==> config.mk <==
export PLATFORM = sky130hd
export DESIGN_NAME = pipe_stage_hs_reg
export DESIGN_NICKNAME = d
export VERILOG_FILES = /design/src/rtl/pipe_stage_hs_reg.sv
export SDC_FILE = /design/constraint.sdc
export NUM_CORES = 1
export LEC_CHECK = 0
export BUFFER_PORTS_ARGS = -buffer_cell sky130_fd_sc_hd__buf_2
export CAP_MARGIN = 20
export CORE_MARGIN = 8
export CORE_UTILIZATION = 46
export DETAILED_ROUTE_END_ITERATION = 8
export GPL_ROUTABILITY_DRIVEN = 0
export PLACE_DENSITY = 0.8
export SLEW_MARGIN = 20
export SYNTH_ARGS = -nofsm -noshare
export SYNTH_HDL_FRONTEND = slang
export SYNTH_SLANG_ARGS = --single-unit
==> constraint.sdc <==
create_clock -name clk -period 2.4 [get_ports clk]
set_input_delay 0.12 -clock clk [delete_from_list [all_inputs] [get_ports clk]]
set_output_delay 0.12 -clock clk [all_outputs]
set_load 0.005 [all_outputs]
==> src/rtl/pipe_stage_hs_reg.sv <==
// rtl/pipe_stage_hs_reg.sv - valid/ready pipeline-stage register with flush and stall counter
// Optional 2-entry skid operation is enabled by defining PIPE_STAGE_SKID_EN.
module pipe_stage_hs_reg #(
   parameter int WIDTH = 160,
   parameter int CNT_W = 32
) (
   input  logic             clk,
   input  logic             rst,
   input  logic             flush,
   input  logic             in_valid,
   output logic             in_ready,
   input  logic [WIDTH-1:0] in_data,
   output logic             out_valid,
   input  logic             out_ready,
   output logic [WIDTH-1:0] out_data,
   output logic [CNT_W-1:0] stall_cnt
);

   logic             r_main_valid;
   logic [WIDTH-1:0] r_main_data;
   logic [CNT_W-1:0] r_stall_cnt;
   logic             w_in_xfer;
   logic             w_out_xfer;
   logic             w_stall;

   assign out_valid  = r_main_valid;
   assign out_data   = r_main_data;
   assign stall_cnt  = r_stall_cnt;
   assign w_in_xfer  = in_valid && in_ready;
   assign w_out_xfer = r_main_valid && out_ready;
   assign w_stall    = r_main_valid && !out_ready;

`ifdef PIPE_STAGE_SKID_EN
   logic             r_skid_valid;
   logic [WIDTH-1:0] r_skid_data;

   // Ready comes only from a register, breaking the out_ready -> in_ready path.
   assign in_ready = !r_skid_valid;

   always_ff @(posedge clk) begin
      if (rst) begin
         r_main_valid <= 1'b0;
         r_main_data  <= '0;
         r_skid_valid <= 1'b0;
         r_skid_data  <= '0;
      end else if (flush) begin
         r_main_valid <= 1'b0;
         r_skid_valid <= 1'b0;
      end else if (w_out_xfer && r_skid_valid) begin
         r_main_data  <= r_skid_data;
         r_skid_valid <= 1'b0;
      end else if (w_in_xfer && r_main_valid && !w_out_xfer) begin
         r_skid_data  <= in_data;
         r_skid_valid <= 1'b1;
      end else if (w_in_xfer) begin
         r_main_data  <= in_data;
         r_main_valid <= 1'b1;
      end else if (w_out_xfer) begin
         r_main_valid <= 1'b0;
      end
   end
`else
   assign in_ready = !r_main_valid || out_ready;

   always_ff @(posedge clk) begin
      if (rst) begin
         r_main_valid <= 1'b0;
         r_main_data  <= '0;
      end else if (flush) begin
         r_main_valid <= 1'b0;
      end else if (w_in_xfer) begin
         r_main_data  <= in_data;
         r_main_valid <= 1'b1;
      end else if (w_out_xfer) begin
         r_main_valid <= 1'b0;
      end
   end
`endif

   // Saturating: once all-ones, the counter stays there until reset.
   always_ff @(posedge clk) begin
      if (rst) begin
         r_stall_cnt <= '0;
      end else if (w_stall && (r_stall_cnt != {CNT_W{1'b1}})) begin
         r_stall_cnt <= r_stall_cnt + 1'b1;
      end
   end

endmodule

==> impl_metrics.env <==
export IMPL_status="finished clean"
export IMPL_num_fill_cells=1057
export IMPL_grt_pass1_wl_um=45700
export IMPL_seq_power_share=0.493
export IMPL_max_slew_worst_pin_slew_ns=0.814
export IMPL_synth_xor_area_share=0.00364
export IMPL_setup_viol=0
export IMPL_grt_max_degree=111
export IMPL_worst_setup_path_type="reg -> reg"
export IMPL_fraction_of_final_layout_cells_with_drive_strength_greater_than_1=0.294
export IMPL_fp_dieArea_um2=20000
export IMPL_post_synth_instance_area_um2=7220
export IMPL_grt_setup_unrepaired="no"
export IMPL_power_frac_clock=0.380
export IMPL_synth_warnings=0
export IMPL_final_nets=1563
export IMPL_cts_sink_count=193
export IMPL_yosysSeqAreaShare=0.535
export IMPL_p_switching_mw=1.75
export IMPL_synthToLayoutAreaGrowth_pct=56.2
export IMPL_dr_pass1_iters=5
export IMPL_numPortBuffers=358
export IMPL_synth_adder_area_share=0.00173
export IMPL_sw_frac_of_total=0.255
export IMPL_routing_layer_with_the_top_usage_in_global_route="met2"
export IMPL_worst_path_largest_cell_delay_ns=0.56
export IMPL_synth_area_mux_share=0.00312
export IMPL_h_tree_depth=4
export IMPL_placed_cells=1433
export IMPL_number_of_antenna_violations_at_the_first_check_in_global_routing=4
export IMPL_finalWorstPathRequiredPeriod_ns=2.14
export IMPL_drv_cap=0
export IMPL_postCtsSetupRepairBufs=0
export IMPL_finalHoldViolCount=0
export IMPL_met1_usage=0.286
export IMPL_grt_pass1_vias=8774
export IMPL_p_leak_nw=5.04
export IMPL_layout_cells_most_common_list="sky130_fd_sc_hd__buf_2 (357), sky130_fd_sc_hd__nand2_1 (337), sky130_fd_sc_hd__dfxtp_1 (193)"
export IMPL_tritoncts="done"
export IMPL_finClkSkew_ns=0.0153
export IMPL_total_power_mw=6.88
export IMPL_tns_ns=0
export IMPL_antenna_violating_nets_post_route=0
export IMPL_place_hpwl_um=17000
export IMPL_pwr_share_comb=0.127
export IMPL_number_of_drc_markers_in_iteration_0=638
export IMPL_viasPerCell=5.31
export IMPL_critPathLaunchType="flip-flop"
export IMPL_timing_critical_path_cells="nand4_1 > nor4_4 > nand4_1 > or4_1 > a21oi_1"
export IMPL_remaining_drc_errors=0
export IMPL_utilization_after_layout=0.723
export IMPL_power_density_nw_per_um2=610
export IMPL_report_final_slew_viol_count=0
export IMPL_synth_cells=909
export IMPL_design_core_area_um2=15600
export IMPL_vias=8661
export IMPL_global_route_overflow_total=0
export IMPL_path_delay_family="simple AND/OR/NAND/NOR gates"
export IMPL_yosys_area_share_simple=0.264
export IMPL_timing_critical_path_to_type="flip-flop"
export IMPL_tritoncts_num_buffers=17
export IMPL_drt_wl_total_um=29600
export IMPL_mostFrequentLayoutCell="sky130_fd_sc_hd__buf_2"
export IMPL_timing_hold_worst_class="in -> reg"
export IMPL_synth_seq_cells=193
export IMPL_period_share=0.890
export IMPL_groute_layer_met3_usage=0.0985
export IMPL_groute_usage_overall=0.287
export IMPL_syn_nets=1075
export IMPL_critical_path_n_buffers_inverters=0
export IMPL_met2_usage=0.497
export IMPL_required_ns=2.73
export IMPL_wl_per_cell_um=18.2
export IMPL_max_freq_ghz=0.468
export IMPL_cts_root_to_sink_buffers=2
export IMPL_crit_slowest_cell="sky130_fd_sc_hd__nor4_4"
export IMPL_cts_clk_slew_worst_paths_ns=0.07
export IMPL_post_synth_main_area_contributors="sky130_fd_sc_hd__dfxtp_1 (54%), sky130_fd_sc_hd__nand2_1 (18%), sky130_fd_sc_hd__a21oi_1 (13%)"
export IMPL_fp_dieW_um=141
export IMPL_die_height_um=141
export IMPL_synth_top_cell_area_share=0.535
export IMPL_start_util=0.463
export IMPL_insertion_delay_ns=0.43
export IMPL_largest_family_of_logic_cells_by_synthesized_area="simple AND/OR/NAND/NOR gates"
export IMPL_synth_compound_gate_area_share=0.151
export IMPL_intPower_mw=5.13
export IMPL_worstPathArrival_ns=2.47
export IMPL_post_synth_cell_area_avg_um2=7.94
export IMPL_placement_rows=46
export IMPL_yosysUniqueCellTypes=42
export IMPL_final_cells=1631
export IMPL_cp_max_fo=9
export IMPL_boundaryPins=359
export IMPL_synth_top_cell_by_area="sky130_fd_sc_hd__dfxtp_1"
export IMPL_crit_top_cell="sky130_fd_sc_hd__nand4_1"
export IMPL_worst_ir_drop_vdd_mv=0.508
export IMPL_ctsRootBufferMaster="sky130_fd_sc_hd__clkbuf_16"
export IMPL_max_slew_margin_rel=0.457
==> power groups by stage <==
stage	sequential (mW)	combinational (mW)	clock, mW
floorplan	3.47	0.262	0
global placement	3.45	0.608	0
detailed placement	3.46	0.614	0
CTS	3.38	0.828	2.64
global route	3.41	0.936	2.80
finish	3.40	0.872	2.62
==> layout make-up <==
type	count	area (µm²)	area share
inverters	4	15.0	0.00133
repair buffers	531	3520	0.312
well taps	216	270	0.0240
clock inverters	12	83.8	0.00743
clock buffers	20	447	0.0396
multi-input cells	650	3060	0.272
diodes	5	12.5	0.00111
flip-flops and latches	193	3860	0.343
==> registers in the layout, summed over array words and instances, names as in the netlist <==
signal,count
out_data,160
out_valid,1
stall_cnt,32
==> final timing paths <==
check	depth (start not counted)	slack, ns	endpoint	from
max	5	0.26	stall_cnt[23]	stall_cnt[11]
min	3	0.03	out_data[97]	in_data[97]
max reg2reg	5	0.26	stall_cnt[23]	stall_cnt[11]
min reg2reg	2	0.45	out_data[17]	out_data[17]
==> Yosys cell counts <==
| cell | n |
|---|---|
| sky130_fd_sc_hd__or3_1 | 12 |
| sky130_fd_sc_hd__or3_2 | 1 |
| sky130_fd_sc_hd__nand3_2 | 2 |
| sky130_fd_sc_hd__nor4_1 | 1 |
| sky130_fd_sc_hd__and4_1 | 5 |
| sky130_fd_sc_hd__clkbuf_2 | 1 |
| sky130_fd_sc_hd__o21ba_2 | 1 |
| sky130_fd_sc_hd__ha_1 | 1 |
| sky130_fd_sc_hd__o211ai_1 | 1 |
| sky130_fd_sc_hd__xnor2_1 | 2 |
| sky130_fd_sc_hd__nand4b_1 | 1 |
| sky130_fd_sc_hd__a311oi_1 | 1 |
| sky130_fd_sc_hd__o21ai_0 | 16 |
| sky130_fd_sc_hd__and2b_1 | 1 |
| sky130_fd_sc_hd__a31oi_1 | 1 |
| sky130_fd_sc_hd__nor3_2 | 1 |
| sky130_fd_sc_hd__and3_2 | 2 |
| sky130_fd_sc_hd__o31ai_1 | 8 |
| sky130_fd_sc_hd__nor4_4 | 2 |
| sky130_fd_sc_hd__nor4_2 | 1 |
| sky130_fd_sc_hd__nand3b_1 | 2 |
| sky130_fd_sc_hd__nand3_1 | 10 |
| sky130_fd_sc_hd__o31a_1 | 1 |
| sky130_fd_sc_hd__buf_6 | 4 |
| sky130_fd_sc_hd__xor2_1 | 1 |
| sky130_fd_sc_hd__nor2_1 | 14 |
| sky130_fd_sc_hd__nor3b_2 | 1 |
| sky130_fd_sc_hd__clkbuf_1 | 55 |
| sky130_fd_sc_hd__clkbuf_8 | 2 |
| sky130_fd_sc_hd__or4_1 | 10 |
| sky130_fd_sc_hd__nand4_1 | 13 |
| sky130_fd_sc_hd__inv_1 | 4 |
| sky130_fd_sc_hd__or2_4 | 1 |
| sky130_fd_sc_hd__mux2_2 | 2 |
| sky130_fd_sc_hd__and2_1 | 1 |
| sky130_fd_sc_hd__nor3_1 | 9 |
| sky130_fd_sc_hd__and3_1 | 1 |
| sky130_fd_sc_hd__nand4_2 | 1 |
| sky130_fd_sc_hd__dfxtp_1 | 193 |
| sky130_fd_sc_hd__nand2_1 | 337 |
| sky130_fd_sc_hd__nor2b_1 | 4 |
| sky130_fd_sc_hd__a21oi_1 | 182 |
==> worst reg2reg max path: stages (launching register included) <==
cell and delay, ns:
sky130_fd_sc_hd__dfxtp_1 0.44, sky130_fd_sc_hd__nand4_1 0.23, sky130_fd_sc_hd__nor4_4 0.56, sky130_fd_sc_hd__nand4_1 0.19
sky130_fd_sc_hd__or4_1 0.43, sky130_fd_sc_hd__a21oi_1 0.20
==> stage by stage <==
stage          instance area [µm²]  setup slack (ns)  hold slack [ns]
2_1_floorplan                 7220             0.534            0.199
6_report                     11300             0.264           0.0261
5_1_grt                      11300             0.105           0.0113
4_1_cts                      11300             0.283          0.00112
3_5_place_dp                  9130             0.313            0.349
3_3_place_gp                  9130             0.388            0.347
==> cell families after synthesis <==
group,after synthesis
flops,193
xor+xnor,3
fa+ha+maj,1
mux,2
compound gates,211
simple gates,433
buf+inv,66
==> per-layer routing <==
metal / share of wire / wire [µm]
met5: 0 / 0
met4: 0.066 / 1950
met3: 0.092 / 2720
met2: 0.50 / 14700
met1: 0.35 / 10300
==> repair_timing <==
item                                   CTS  global route
endpoints found under the hold margin  160             0
gates resized for setup                  0             0
hold buffers                           161             0
Note: power is estimated with default switching activity, not from simulation.
